**src/rtl/mem_access_ctrl.sv**
```systemverilog
// ============================================================================
// Module      : mem_access_ctrl
// Description : Memory access controller. Latches the effective address (MAR)
//               and write data (MDR), runs one read or write transaction with a
//               ready handshake, returns read data in MDR and pulses done for
//               one cycle. A watchdog ends a stalled access with err.
// Optional    : define MEM_ACCESS_MMIO_EN to route MAR >= 16'hFE00 to the
//               single-cycle I/O port (io_en / io_rdata) instead of memory.
// Ports       : clk, rst           clock, asynchronous active-high reset
//               req, we, addr,     request from the control FSM / datapath,
//               wdata              sampled only while idle
//               busy, done, err    status: busy, 1-cycle completion, timeout
//               rdata              MDR contents
//               mem_addr/_wdata/   memory request (MAR, MDR, strobes held for
//               _en/_we            the whole access)
//               mem_rdata, mem_rdy memory response
//               io_en, io_rdata    MMIO strobe and read data
// Revision    : 1.0  initial release
// ============================================================================
`default_nettype none

module mem_access_ctrl #(
   parameter int AW      = 16,
   parameter int DW      = 16,
   parameter int TIMEOUT = 15
) (
   input  logic          clk,
   input  logic          rst,
   input  logic          req,
   input  logic          we,
   input  logic [AW-1:0] addr,
   input  logic [DW-1:0] wdata,
   output logic          busy,
   output logic          done,
   output logic [DW-1:0] rdata,
   output logic          err,
   output logic [AW-1:0] mem_addr,
   output logic [DW-1:0] mem_wdata,
   output logic          mem_en,
   output logic          mem_we,
   input  logic [DW-1:0] mem_rdata,
   input  logic          mem_rdy,
   output logic          io_en,
   input  logic [DW-1:0] io_rdata
);

   localparam int CW = $clog2(TIMEOUT + 1);
   // The access that sees cnt == TIMEOUT-1 with no ready is the TIMEOUT-th one.
   localparam logic [CW-1:0] CNT_LAST = CW'(TIMEOUT - 1);
   localparam logic [CW-1:0] CNT_MAX  = CW'(TIMEOUT);

   typedef enum logic [1:0] {
      S_IDLE   = 2'd0,
      S_ACCESS = 2'd1,
      S_DONE   = 2'd2
   } state_t;

   state_t        r_state;
   logic [AW-1:0] r_mar;
   logic [DW-1:0] r_mdr;
   logic          r_we;
   logic [CW-1:0] r_cnt;
   logic          r_busy;
   logic          r_done;
   logic          r_err;
   logic          r_mem_en;
   logic          r_mem_we;

`ifdef MEM_ACCESS_MMIO_EN
   localparam logic [AW-1:0] IO_BASE = AW'(16'hFE00);
   logic r_io;
   logic r_io_en;
   logic w_is_io;
   // Decoded from the incoming address so the strobes are correct from the
   // first ACCESS cycle.
   assign w_is_io = (addr >= IO_BASE);
   assign io_en   = r_io_en;
`else
   logic w_unused_io;
   assign w_unused_io = ^io_rdata;
   assign io_en       = 1'b0;
`endif

   assign busy      = r_busy;
   assign done      = r_done;
   assign err       = r_err;
   assign rdata     = r_mdr;
   assign mem_addr  = r_mar;
   assign mem_wdata = r_mdr;
   assign mem_en    = r_mem_en;
   assign mem_we    = r_mem_we;

   always_ff @(posedge clk or posedge rst) begin
      if (rst) begin
         r_state  <= S_IDLE;
         r_mar    <= '0;
         r_mdr    <= '0;
         r_we     <= 1'b0;
         r_cnt    <= '0;
         r_busy   <= 1'b0;
         r_done   <= 1'b0;
         r_err    <= 1'b0;
         r_mem_en <= 1'b0;
         r_mem_we <= 1'b0;
`ifdef MEM_ACCESS_MMIO_EN
         r_io     <= 1'b0;
         r_io_en  <= 1'b0;
`endif
      end else begin
         r_done <= 1'b0;
         case (r_state)
            S_IDLE: begin
               if (req) begin
                  r_mar   <= addr;
                  r_we    <= we;
                  if (we) r_mdr <= wdata;
                  r_err   <= 1'b0;
                  r_cnt   <= '0;
                  r_busy  <= 1'b1;
                  r_state <= S_ACCESS;
`ifdef MEM_ACCESS_MMIO_EN
                  r_io     <= w_is_io;
                  r_io_en  <= w_is_io;
                  r_mem_en <= ~w_is_io;
                  r_mem_we <= we & ~w_is_io;
`else
                  r_mem_en <= 1'b1;
                  r_mem_we <= we;
`endif
               end
            end

            S_ACCESS: begin
`ifdef MEM_ACCESS_MMIO_EN
               if (r_io) begin
                  // I/O access always completes in its single cycle.
                  if (!r_we) r_mdr <= io_rdata;
                  r_io_en <= 1'b0;
                  r_done  <= 1'b1;
                  r_state <= S_DONE;
               end else
`endif
               if (mem_rdy) begin
                  // Ready beats a simultaneous timeout, so err stays clear.
                  if (!r_we) r_mdr <= mem_rdata;
                  r_mem_en <= 1'b0;
                  r_mem_we <= 1'b0;
                  r_done   <= 1'b1;
                  r_state  <= S_DONE;
               end else begin
                  if (r_cnt != CNT_MAX) r_cnt <= r_cnt + 1'b1;
                  if (r_cnt == CNT_LAST) begin
                     r_err    <= 1'b1;
                     r_mem_en <= 1'b0;
                     r_mem_we <= 1'b0;
                     r_done   <= 1'b1;
                     r_state  <= S_DONE;
                  end
               end
            end

            S_DONE: begin
               r_busy  <= 1'b0;
               r_state <= S_IDLE;
            end

            default: begin
               r_busy   <= 1'b0;
               r_mem_en <= 1'b0;
               r_mem_we <= 1'b0;
               r_state  <= S_IDLE;
            end
         endcase
      end
   end

endmodule

`default_nettype wire

```
**config.mk**
```make
export PLATFORM = sky130hd
export DESIGN_NAME = mem_access_ctrl
export DESIGN_NICKNAME = d
export VERILOG_FILES = /design/src/rtl/mem_access_ctrl.sv
export SDC_FILE = /design/constraint.sdc
export NUM_CORES = 1
export LEC_CHECK = 0
export CORE_ASPECT_RATIO = 1.1
export CORE_UTILIZATION = 35
export DETAILED_ROUTE_END_ITERATION = 7
export PLACE_DENSITY = 0.81
export SLEW_MARGIN = 20
export SYNTH_ARGS = -nofsm -noshare
export SYNTH_HDL_FRONTEND = slang
export SYNTH_SLANG_ARGS = --single-unit
```
**constraint.sdc**
```tcl
create_clock -name clk -period 1.55 [get_ports clk]
set_clock_uncertainty 0.05 [all_clocks]
set_input_delay 0.465 -clock clk [delete_from_list [all_inputs] [get_ports clk]]
set_output_delay 0.465 -clock clk [all_outputs]
set_load 0.01 [all_outputs]
```
## Yosys cells after proc, flatten, opt, wreduce, memory -nomap -nowiden

Cells that the tools add are included.

- Add/subtract/negate cells: 1
- Eq/ne operators: 12
- Mux-type cells: 27
- Bitwise logic cells: 2
- Reductions and logical operators: 9

Operators by type and width:

| operator | number |
|---|---|
| $mux W16 | 4 |
| $pmux W16 S2 | 1 |
| $ne A2 B2 Y1 const B | 7 |
| $mux W4 | 3 |
| $mux W1 | 10 |
| $pmux W4 S2 | 1 |
| $reduce_and A4 Y1 | 2 |
| $mux W2 | 3 |
| $pmux W1 S3 | 2 |
| $reduce_and A2 Y1 | 3 |
| $reduce_and A5 Y1 | 1 |
| $add A4 B1 Y4 const B | 1 |
| $eq A4 B4 Y1 const B | 1 |
| $ne A4 B4 Y1 const B | 1 |
| $pmux W1 S2 | 2 |
| $pmux W2 S2 | 1 |
| $ne A3 B3 Y1 const B | 1 |
| $reduce_and A3 Y1 | 1 |
| $eq A2 B1 Y1 const B | 1 |
| $eq A2 B2 Y1 const B | 1 |
| $logic_not A2 Y1 | 1 |
| $not A1 Y1 | 2 |
| $reduce_bool A2 Y1 | 1 |

- Register bits: 44
- Bits of input ports: 69
- Output and inout port bits: 54
- Word-level logic and storage cells: 61

## Logic depth before layout (Yosys ltp)

- Depth in word-level cells: 4
- Depth in mapped cells: 6
- Mapped depth without buffers: 5

## Worst setup path after synthesis

Ideal clock, no wire load.

- Kind: reg2reg
- Start: reg r_state[1]
- End: reg r_mdr[6] (netlist: mem_wdata[6])
- Data arrival time: 1.501 ns
- Data required time: 1.373 ns
- Path slack: -0.129 ns
- Stages on the path, launching flop included: 7
- Path buffers: 3
- Period minus slack after synthesis: 1.679 ns
- Path through: dfrtp_1 buf_6 nor3b_4 a32o_2 buf_6 buf_8 mux2_1

- Cells in the longest elaborated chain, start to end: 3
- Elaborated cells on any way between the ends: 9

RTL lines:

| element | line | text |
|---|---|---|
| from (decl) | 58 | `state_t r_state;` |
| from (signal assigned) | 95 | `r_state <= S_IDLE;` |
| from (signal assigned) | 120 | `r_state <= S_ACCESS;` |
| from (signal assigned) | 149 | `r_state <= S_DONE;` |
| $eq A2 B1 Y1 / $logic_not A2 Y1 (equally long branches) | 111 | `case (r_state)` |
| $ne A2 B2 Y1 (no source line) / $reduce_bool A2 Y1 (equally long branches) | -- |  |
| $reduce_and A5 Y1 (no source line) | -- |  |
| to (signal assigned) | 116 | `if (we) r_mdr <= wdata;` |
| to (signal assigned) | 145 | `if (!r_we) r_mdr <= mem_rdata;` |
| to (decl) | 60 | `logic [DW-1:0] r_mdr;` |

Parallel ways exist; a longest one is shown, timed or not.
A chain may end at the register's enable or synchronous reset.

## Final worst setup path

- Start: reg r_state[1]
- End: reg r_mdr[9] (netlist: mem_wdata[9])

The elaborated chain is that of the path after synthesis.

==> summary.txt <==
Run status
  – Outcome: finished clean

Route
  – Top sig layer: met4
  – DR iter-0 viols: 37
  – Met1 wire length: between 2000 and 2500 um
  – Via count: ~1600
  – Final ANT Viol Nets: 0
  – Vias/cell: roughly 4.7
  – DR WL met2: 2410 um
  – Drt drc: 0
  – Wirelength per Cell: 14.1 um
  – Metal3 WL: 345 um
  – Total Wirelength: approximately 4800 um
  – DRT Pass-1 Iters: 4

Timing
  – PnR worst setup slack: about 0.0070 ns
  – Tmin final: ~1.5 ns
  – Fin crit share: 99.5%
  – Hold Violations, Final: 0
  – Peak Freq: approximately 650 MHz
  – Final setup violating endpoints: 0
  – Final Max Slew Viols: 0
  – Fin Hold WS: approximately 0.36 ns
  – RSZ-0062 raised after global routing: true
  – Setup TNS: 0 ns

Power and ir drop
  – Leakage power: between 1.5 and 2 nW
  – Sw frac: approximately 33%
  – Flop pwr share: between 30% and 40%
  – Worst vdd ir: a little over 0.8 mV
  – Comb power frac: ~50%
  – Clock power frac: between 10 and 15%
  – Cell-internal power: between 3 and 4 mW
  – Total power: between 5 and 6 mW
  – PwrDens: about 1500 nW/um2
  – Sw power: approximately 1.7 mW

Setup path
  – CP Data Arrival Time: between 1.5 and 2 ns
  – Required @ worst endpoint: around 1.7 ns
  – Type of destination of the critical path: flop
  – RR Startpoint: r_state[1]
  – CP Launch Type: flop
  – Crit Path Class: flop to flop
  – CP Launch Point: r_state[1]
  – Crit Path Max Fanout: 5

Place
  – Placed Cells: ~330
  – Number of port buffers: roughly 110
  – Pre-CTS setup slack: -0.466 ns
  – Dpl cell area: between 3000 and 4000 um2
  – Gpl congestion: approximately 0.8
  – Final HPWL DP: 3570 um

Synth
  – Number of synthesized register bits: 44
  – Synthesized instance count: 160
  – Top post-synthesis cells by area: dfrtp_1 50%, mux2_2 20%, buf_4 6.2%
  – Syn_area_per_cell: around 14 um2
  – Synth cell types: 32
  – Syn Nets: approximately 230
  – Synth Cell Area: ~2200 um2
  – Seq/Total Area, Yosys: 50.5%
  – Yosys warns: 0
  – Synth top area share: between 50 and 60%
  – Biggest area consumer among synthesized cells: dfrtp_1

Final layout
  – P&R area growth vs syn: 53.8%
  – Fillers: 524
  – # nets final: 336
  – Register area: 1100 um2
  – Multi-input logic area: 880 um2
  – Utilization after layout: a little under three fifths
  – Fin area: 3360 um2
  – Number of diodes: 0
  – Final Non-Filler Cells: 342
  – Share of layout cells above drive strength 1: around 30%

Clock network
  – Clk_lat worst skew: ~0.29 ns
  – CTS Hold Bufs: 0
  – CTS Buf Count: 5
  – Clock buffer depth: 2
  – Sink Count: 44
  – H-tree depth: 2
  – Clk slew on worst S/H paths: ~0.080 ns
  – CTS Root Cell: clkbuf_8
  – CTS tree: built

Global routing
  – Global Route Usage Sum: 15.9%
  – Initial antenna violation count: 0
  – Pin count of the biggest net entering global routing: 21
  – First-pass GRT wire length: slightly above 8000 um
  – Number of global-route vias before repair: 1722
  – GR Overflow Total: 0

Flow run
  – Max cap viols: 0

Floorplan
  – Ports: 123
  – Initial Util: between 30% and 40%
  – FP Rows: 29
  – Die Area: 6550 um2
  – Die H: about 85 um
  – Chip width: a little under 80 um
  – CORE AREA: 5880 um2

Min path
  – Hold Path Class: primary input to asynchronous set/reset pin
==> power by group through the flow <==
stage                     Combinational (mW)  Clock [mW]  Sequential [mW]
final                                   2.57       0.658             1.95
after global routing                    2.75       0.742             2.02
after CTS                               2.62       0.694             1.95
after detailed placement                3.01           0             1.98
after global placement                  2.96           0             1.96
after floorplan                         1.46           0             2.13
==> final timing paths <==
kind	endpoint	slack (ns)	depth (start not counted)
max	mem_wdata[9]	0.007	4
min	mem_wdata[5]	0.36	2
max reg2reg	mem_wdata[9]	0.007	4
min reg2reg	busy	0.43	1
max in group asynchronous	r_state[0]	0.68	3
min in group clk	busy	0.43	1
==> cell usage after synthesis (all sizes together) <==
| cell | number |
|---|---|
| nand3 | 2 |
| o311ai | 1 |
| and3 | 2 |
| a21o | 2 |
| nand2 | 1 |
| o211ai | 1 |
| nor2 | 4 |
| and4 | 1 |
| a21oi | 3 |
| o21ai | 2 |
| o21a | 2 |
| nor3b | 2 |
| dfrtp | 44 |
| nor2b | 2 |
| nand2b | 3 |
| a311o | 1 |
| a32o | 1 |
| and4b | 2 |
| mux2i | 2 |
| inv | 3 |
| mux2 | 49 |
| conb | 1 |
| nor3 | 2 |
| buf | 25 |
| ha | 2 |
==> layout by cell type, fill, tap and decap left out, drive strengths merged <==
| cell | netlist | routed |
|---|---|---|
| dlygate4sd2 | 0 | 56 |
| clkdlybuf4s50 | 0 | 49 |
| mux2 | 49 | 49 |
| dfrtp | 44 | 44 |
| buf | 25 | 17 |
| clkbuf | 0 | 7 |
| nor2 | 4 | 4 |
| a21oi | 3 | 3 |
| nand2b | 3 | 3 |
| inv | 3 | 3 |
| and4b | 2 | 2 |
| nor3 | 2 | 2 |
| and3 | 2 | 2 |
| o21a | 2 | 2 |
| o21ai | 2 | 2 |
| mux2i | 2 | 2 |
| nand3 | 2 | 2 |
| a21o | 2 | 2 |
| ha | 2 | 2 |
| nor3b | 2 | 2 |
| nor2b | 2 | 2 |
| and4 | 1 | 1 |
| a32o | 1 | 1 |
| nand2 | 1 | 1 |
| o211ai | 1 | 1 |
| o311ai | 1 | 1 |
| a311o | 1 | 1 |
| conb | 1 | 1 |
| clkinv | 0 | 1 |
==> cells by family after synthesis <==
logic type      after synthesis  synth area share (%)
compound gates               13                  4.24
fa+ha+maj                     2                  1.15
buf+inv                      28                  9.92
flops                        44                  50.5
mux                          51                  27.4
other cells                   1                 0.172
simple gates                 21                  6.65
==> metal layers <==
layer / track usage, % / up-vias
li1: - / 754
met1: 18.8 / 790
met2: 27.3 / 61
met3: 5.38 / 4
met4: 5.15 / 0
met5: 0 / -
==> timing repair <==
item | 4_1_cts | 5_1_grt
pin swaps | 1 | 0
resized for setup | 61 | 1
cloned | 1 | 0
hold endpoints to repair | 0 | 0
setup buffers | 0 | 0
setup endpoints to repair | 90 | 17
==> flip-flops by register name (all words and copies together), names as in the netlist <==
register	flops
mem_addr	16
r_we	1
err	1
busy	1
mem_en	1
r_state	2
mem_wdata	16
done	1
mem_we	1
r_cnt	4
==> critical path, stage by stage, from the launching register on <==
cell,delay [ns]
dfrtp_2,0.46
nor3b_4,0.19
a32o_2,0.24
buf_6,0.15
mux2_2,0.33
==> cell type report <==
class / instances / area share (%)
repair buffers: 123 / 35.4
inverters: 3 / 0.336
flip-flops and latches: 44 / 32.9
clock inverters: 1 / 0.149
multi-input cells: 88 / 26.2
well taps: 77 / 2.87
clock buffers: 6 / 2.16
(Power assumes the default switching activity.)
